===== src/rtl/leaf_out_arbiter.sv =====
// leaf_out_arbiter: round-robin, burst-bounded merge of HLS output streams
// onto one registered leaf-interface user output lane.
//
// Ports:
//   clk_user      user clock, rising edge
//   reset_n       async active-low reset
//   req_data      NUM_REQ packed payloads, stream i at [i*PAYLOAD_BITS +: PAYLOAD_BITS]
//   req_vld       per-stream valid
//   req_ack       per-stream acknowledge (combinational, one-hot or zero)
//   out_data      registered payload to the interface
//   out_vld       registered valid
//   out_ack       acknowledge from the interface
//   out_port      index of the stream that produced out_data
//   grant_active  high while a stream holds the grant
module leaf_out_arbiter #(
    parameter int PAYLOAD_BITS = 32,
    parameter int NUM_REQ      = 4,
    parameter int REQ_BITS     = 2,
    parameter int MAX_BURST    = 16
) (
    input  logic                            clk_user,
    input  logic                            reset_n,
    input  logic [NUM_REQ*PAYLOAD_BITS-1:0] req_data,
    input  logic [NUM_REQ-1:0]              req_vld,
    output logic [NUM_REQ-1:0]              req_ack,
    output logic [PAYLOAD_BITS-1:0]         out_data,
    output logic                            out_vld,
    input  logic                            out_ack,
    output logic [REQ_BITS-1:0]             out_port,
    output logic                            grant_active
);

    localparam int SLOTS    = 2 ** REQ_BITS;
    localparam int CNT_BITS = (MAX_BURST > 1) ? $clog2(MAX_BURST) : 1;

    localparam logic [CNT_BITS-1:0] LAST_BEAT = CNT_BITS'(MAX_BURST - 1);
    localparam logic [REQ_BITS:0]   NREQ_W    = (REQ_BITS + 1)'(NUM_REQ);
    localparam logic [REQ_BITS-1:0] LAST_IDX  = REQ_BITS'(NUM_REQ - 1);

    typedef enum logic {
        IDLE,
        GRANT
    } state_t;

    state_t              state;
    logic [REQ_BITS-1:0] rr_ptr;
    logic [REQ_BITS-1:0] grant_idx;
    logic [CNT_BITS-1:0] burst_cnt;

    // Request vectors padded to the full tag space so that any tag value
    // indexes them safely; padding slots are never valid.
    logic [SLOTS-1:0]        vld_ext;
    logic [SLOTS-1:0]        ack_ext;
    logic [PAYLOAD_BITS-1:0] words [SLOTS];

    logic                    can_load;
    logic                    grant_vld;
    logic                    xfer;
    logic                    release_now;
    logic                    pick_hit;
    logic [REQ_BITS-1:0]     pick_idx;
    logic [REQ_BITS-1:0]     next_ptr;
    logic [PAYLOAD_BITS-1:0] word_sel;

    always_comb begin
        vld_ext              = '0;
        vld_ext[NUM_REQ-1:0] = req_vld;
    end

    for (genvar g = 0; g < SLOTS; g++) begin : g_words
        if (g < NUM_REQ) begin : g_real
            assign words[g] = req_data[g*PAYLOAD_BITS +: PAYLOAD_BITS];
        end else begin : g_pad
            assign words[g] = '0;
        end
    end

    assign can_load  = !out_vld || out_ack;
    assign grant_vld = vld_ext[grant_idx];
    assign word_sel  = words[grant_idx];

    // Reset gating keeps the acks quiet for the whole time reset_n is low,
    // not just from the first edge after assertion.
    always_comb begin
        ack_ext = '0;
        if (reset_n && state == GRANT && can_load) begin
            ack_ext[grant_idx] = 1'b1;
        end
    end

    assign req_ack = ack_ext[NUM_REQ-1:0];

    assign xfer        = grant_vld && ack_ext[grant_idx];
    assign release_now = !grant_vld || (xfer && burst_cnt == LAST_BEAT);
    assign next_ptr    = (grant_idx == LAST_IDX) ? '0 : grant_idx + 1'b1;

    // Cyclic search starting at rr_ptr; the wrap is done at NUM_REQ rather
    // than at the tag width so non-power-of-two counts never reach a
    // nonexistent slot.
    always_comb begin
        logic [REQ_BITS:0] cand;
        pick_hit = 1'b0;
        pick_idx = '0;
        cand     = '0;
        for (int k = 0; k < NUM_REQ; k++) begin
            cand = {1'b0, rr_ptr} + (REQ_BITS + 1)'(k);
            if (cand >= NREQ_W) begin
                cand = cand - NREQ_W;
            end
            if (!pick_hit && vld_ext[cand[REQ_BITS-1:0]]) begin
                pick_hit = 1'b1;
                pick_idx = cand[REQ_BITS-1:0];
            end
        end
    end

    // Output register: a load and a drain in the same cycle keep out_vld
    // high so a burst streams at one word per cycle.
    always_ff @(posedge clk_user or negedge reset_n) begin
        if (!reset_n) begin
            out_vld  <= 1'b0;
            out_data <= '0;
            out_port <= '0;
        end else if (xfer) begin
            out_vld  <= 1'b1;
            out_data <= word_sel;
            out_port <= grant_idx;
        end else if (out_ack) begin
            out_vld  <= 1'b0;
        end
    end

    always_ff @(posedge clk_user or negedge reset_n) begin
        if (!reset_n) begin
            state        <= IDLE;
            rr_ptr       <= '0;
            grant_idx    <= '0;
            burst_cnt    <= '0;
            grant_active <= 1'b0;
        end else begin
            unique case (state)
                IDLE: begin
                    if (pick_hit) begin
                        state        <= GRANT;
                        grant_idx    <= pick_idx;
                        burst_cnt    <= '0;
                        grant_active <= 1'b1;
                    end
                end
                GRANT: begin
                    // A stalled output (can_load low) with the requester
                    // still valid neither counts nor releases.
                    if (release_now) begin
                        state        <= IDLE;
                        rr_ptr       <= next_ptr;
                        grant_active <= 1'b0;
                    end else if (xfer) begin
                        burst_cnt    <= burst_cnt + 1'b1;
                    end
                end
                default: begin
                    state        <= IDLE;
                    grant_active <= 1'b0;
                end
            endcase
        end
    end

endmodule


===== config.mk =====
export PLATFORM = sky130hd
export DESIGN_NAME = leaf_out_arbiter
export DESIGN_NICKNAME = d
export VERILOG_FILES = /design/src/rtl/leaf_out_arbiter.sv
export SDC_FILE = /design/constraint.sdc
export NUM_CORES = 1
export LEC_CHECK = 0
export CORE_MARGIN = 2
export CORE_UTILIZATION = 30
export DETAILED_ROUTE_END_ITERATION = 16
export PLACE_DENSITY = 0.76
export SYNTH_ARGS = -nofsm -noshare
export SYNTH_HDL_FRONTEND = slang
export SYNTH_SLANG_ARGS = --single-unit

===== constraint.sdc =====
create_clock -name clk_user -period 4.2 [get_ports clk_user]
set_input_delay 1.26 -clock clk_user [delete_from_list [all_inputs] [get_ports clk_user]]
set_output_delay 1.26 -clock clk_user [all_outputs]
set_load 0.1 [all_outputs]

==> results.cfg <==
[yosys]
synth-seq-cells = 45
synth_compound_area_share_pct = 14.2
synthMuxAreaShare_pct = 34.2
synth_cells = 237
synth_fa_ha_area_share_pct = 2.15
synth_edf_count = 0
async_flop_share_pct = 100
synthSimpleGateAreaFrac_pct = 6.32
synth_top_cell_by_area = dfrtp_1
synthFlopType = dfrtp_1
yosys_warnings = 0
syn_area_um2 = 2910
synth_area_leaders = dfrtp_1 39%, mux4_2 15%, mux2i_1 11%, mux2_2 4.3%, a22o_1 4.2%
synth_top_area_share_pct = 38.7
synthXorXnorAreaFrac_pct = 0
ys_seq_area_share_pct = 38.7
yosys.cell_types.count = 40
avgSynthCellArea_um2 = 12.3
synth_fp_nets = 377
synth_top_family_by_area = multiplexers

[finish]
ff_latch_area_um2 = 1130
multi_input_area_um2 = 1650
n_antenna_cell = 0
fin_util_pct = 52.4
layout-drive-gt1-share_pct = 13.4
nFillCells = 843
nets = 543
mostFrequentLayoutCell = clkdlybuf4s50_1
area_growth_pct = 68.1
final_cell_mix = 169 x clkdlybuf4s50_1, 44 x dfrtp_1, 33 x mux2i_1

[routing]
first_pass_iters = 4
final_antenna_net_count = 0
vias = 2702
drcViolationCount = 0
drt_wl_total_mm = 9.21
vias_per_cell = 5.07
avgRoutedWirePerCell_um = 17.3
drt_first_iter_violations = 88

[power_and_ir_drop]
p_comb_share_pct = 70.2
p_int_uw = 1740
p_seq_share_pct = 21.1
power_frac_clock_pct = 8.7
swShare_pct = 54.9
switching_power_uw = 2110
p_per_area_nw_per_um2 = 787
vdd_drop_max_uv = 317
power.static_leakage_uw = 0.00196
power_uw = 3850

[clocking]
clk_latency_ns = 0.30
cts_sinks = 45
cts-root-buf = clkbuf_8
cts_buffers = 5
clk_path_buf_depth = 2
ctsResizeCount = 0
htree_levels = 2
cts.clk_slew.worst_paths_ns = 0.08
cts_setup_buffers = 0
cts_hold_buf = 0
cts_tree = done

[global_routing]
overflow = 0
grt_pass1_vias = 2717
grt_usage_pct = 16.7
grt_pass1_wl_mm = 13.5
grt_max_degree = 46
antenna_found_initial = 0

[floorplanning]
coreArea_um2 = 9330
start_util_pct = 31.2
die-area_um2 = 10500
die_h_um = 102
fp.dieW_um = 102
io_pins = 175
row_count = 35

[sta]
min_period_ns = 3.63
setup-violations-final = 0
timing.hold.ws_ns = 0.489
grt_setup_unrepaired = no
worst_slack_ns = 0.568
drv_slew = 0
tightest_slew_ns = 1.03
slew_headroom_pct = 30.9
finalCritPeriodShare_pct = 86.5
fmax_mhz = 275
fin_setup_tns_ns = 0
finalHoldViolCount = 0
skew_ns = 0.00497

[critical_path]
start_kind = primary input
crit_type = in2out
worstPathRequired_ns = 2.94
worstSetupEndpointType = output port
worst_ep_arrival_time_ns = 2.37
cp_max_fo = 5

[place]
dpl.hpwl_mm = 7.28
gp_congestion = 0.765
place_ws_ns = 0.533
port-buffer-count = 174

[run]
cap_violations = 0

[outcome]
status = finished clean

[worst_hold_path]
hold_class = reg2reg
[final timing paths]
| check | start | end | slack [ns] | cells after the start |
|---|---|---|---|---|
| worst max-delay path | out_ack | req_ack[1] | 0.57 | 4 |
| worst min-delay path | out_data[1] | out_data[1] | 0.49 | 1 |
| worst max register to register | grant_idx[0] | rr_ptr[1] | 1.41 | 4 |
| worst min register to register | out_data[1] | out_data[1] | 0.49 | 1 |
| max in group asynchronous | reset_n | grant_idx[0] | 2.73 | 2 |
| min in group asynchronous | reset_n | out_data[31] | 1.05 | 2 |
[cells by family (layout without fill, tap and decap cells)]
kind of cell | Yosys count | after routing
AOI/OAI and AO/OA | 55 | 55
adders and majority gates | 5 | 5
buffers and inverters | 25 | 192
DFF | 45 | 45
muxes | 73 | 73
and+or+nand+nor | 34 | 34
[synthesized netlist by cell type, drive strengths merged (2+ instances only)]
master and count:
and3 6, clkbuf 6, inv 6, nand3 3, nand3b 2, o21ai 5, nand2b 3, mux2 21
o311ai 3, o22ai 17, a22o 16, mux2i 33, o41ai 2, nor2 4, o31ai 2, dfrtp 45
mux4 19, ha 5, nand2 12, buf 13, a21oi 4
[registers in the layout, indices dropped and copies added, names as in the netlist]
| name | flops |
|---|---|
| burst_cnt | 4 |
| out_port | 2 |
| grant_active | 1 |
| rr_ptr | 2 |
| grant_idx | 2 |
| state | 1 |
| out_vld | 1 |
| out_data | 32 |
[power groups by stage]
stage / logic, uW / clock network (uW) / registers [uW]
3_5_place_dp: 2710 / 0 / 822
5_1_grt: 2810 / 362 / 849
3_3_place_gp: 2680 / 0 / 818
4_1_cts: 2720 / 348 / 814
2_1_floorplan: 970 / 0 / 1860
6_report: 2700 / 336 / 811
[layer usage]
metal,wire (um),track usage (%)
met3,656,2.94
met1,3560,19.2
met2,4860,31.5
met5,0,0
met4,132,4.51
[critical path, cell delays in order]
cell and delay (ns):
clkdlybuf4s50_1 0.47, nand2b_1 0.22, and3_1 0.24, buf_12 0.18
[through the flow]
stage / cell area [um2] / instances
CTS: 4890 / 533
floorplan: 2910 / 237
global route: 4890 / 533
global placement: 4770 / 525
finish: 4890 / 533
detailed placement: 4770 / 525
[area by class of cell]
type / instances / share of cell area [%]
clock buffer: 7 / 1.77
clock inverter: 1 / 0.614
inverter: 6 / 0.461
multi-input combinational: 167 / 33.8
sequential: 45 / 23.1
tap: 129 / 3.30
timing repair buffer: 178 / 36.9
No activity file was read; power rests on OpenSTA's default activity.
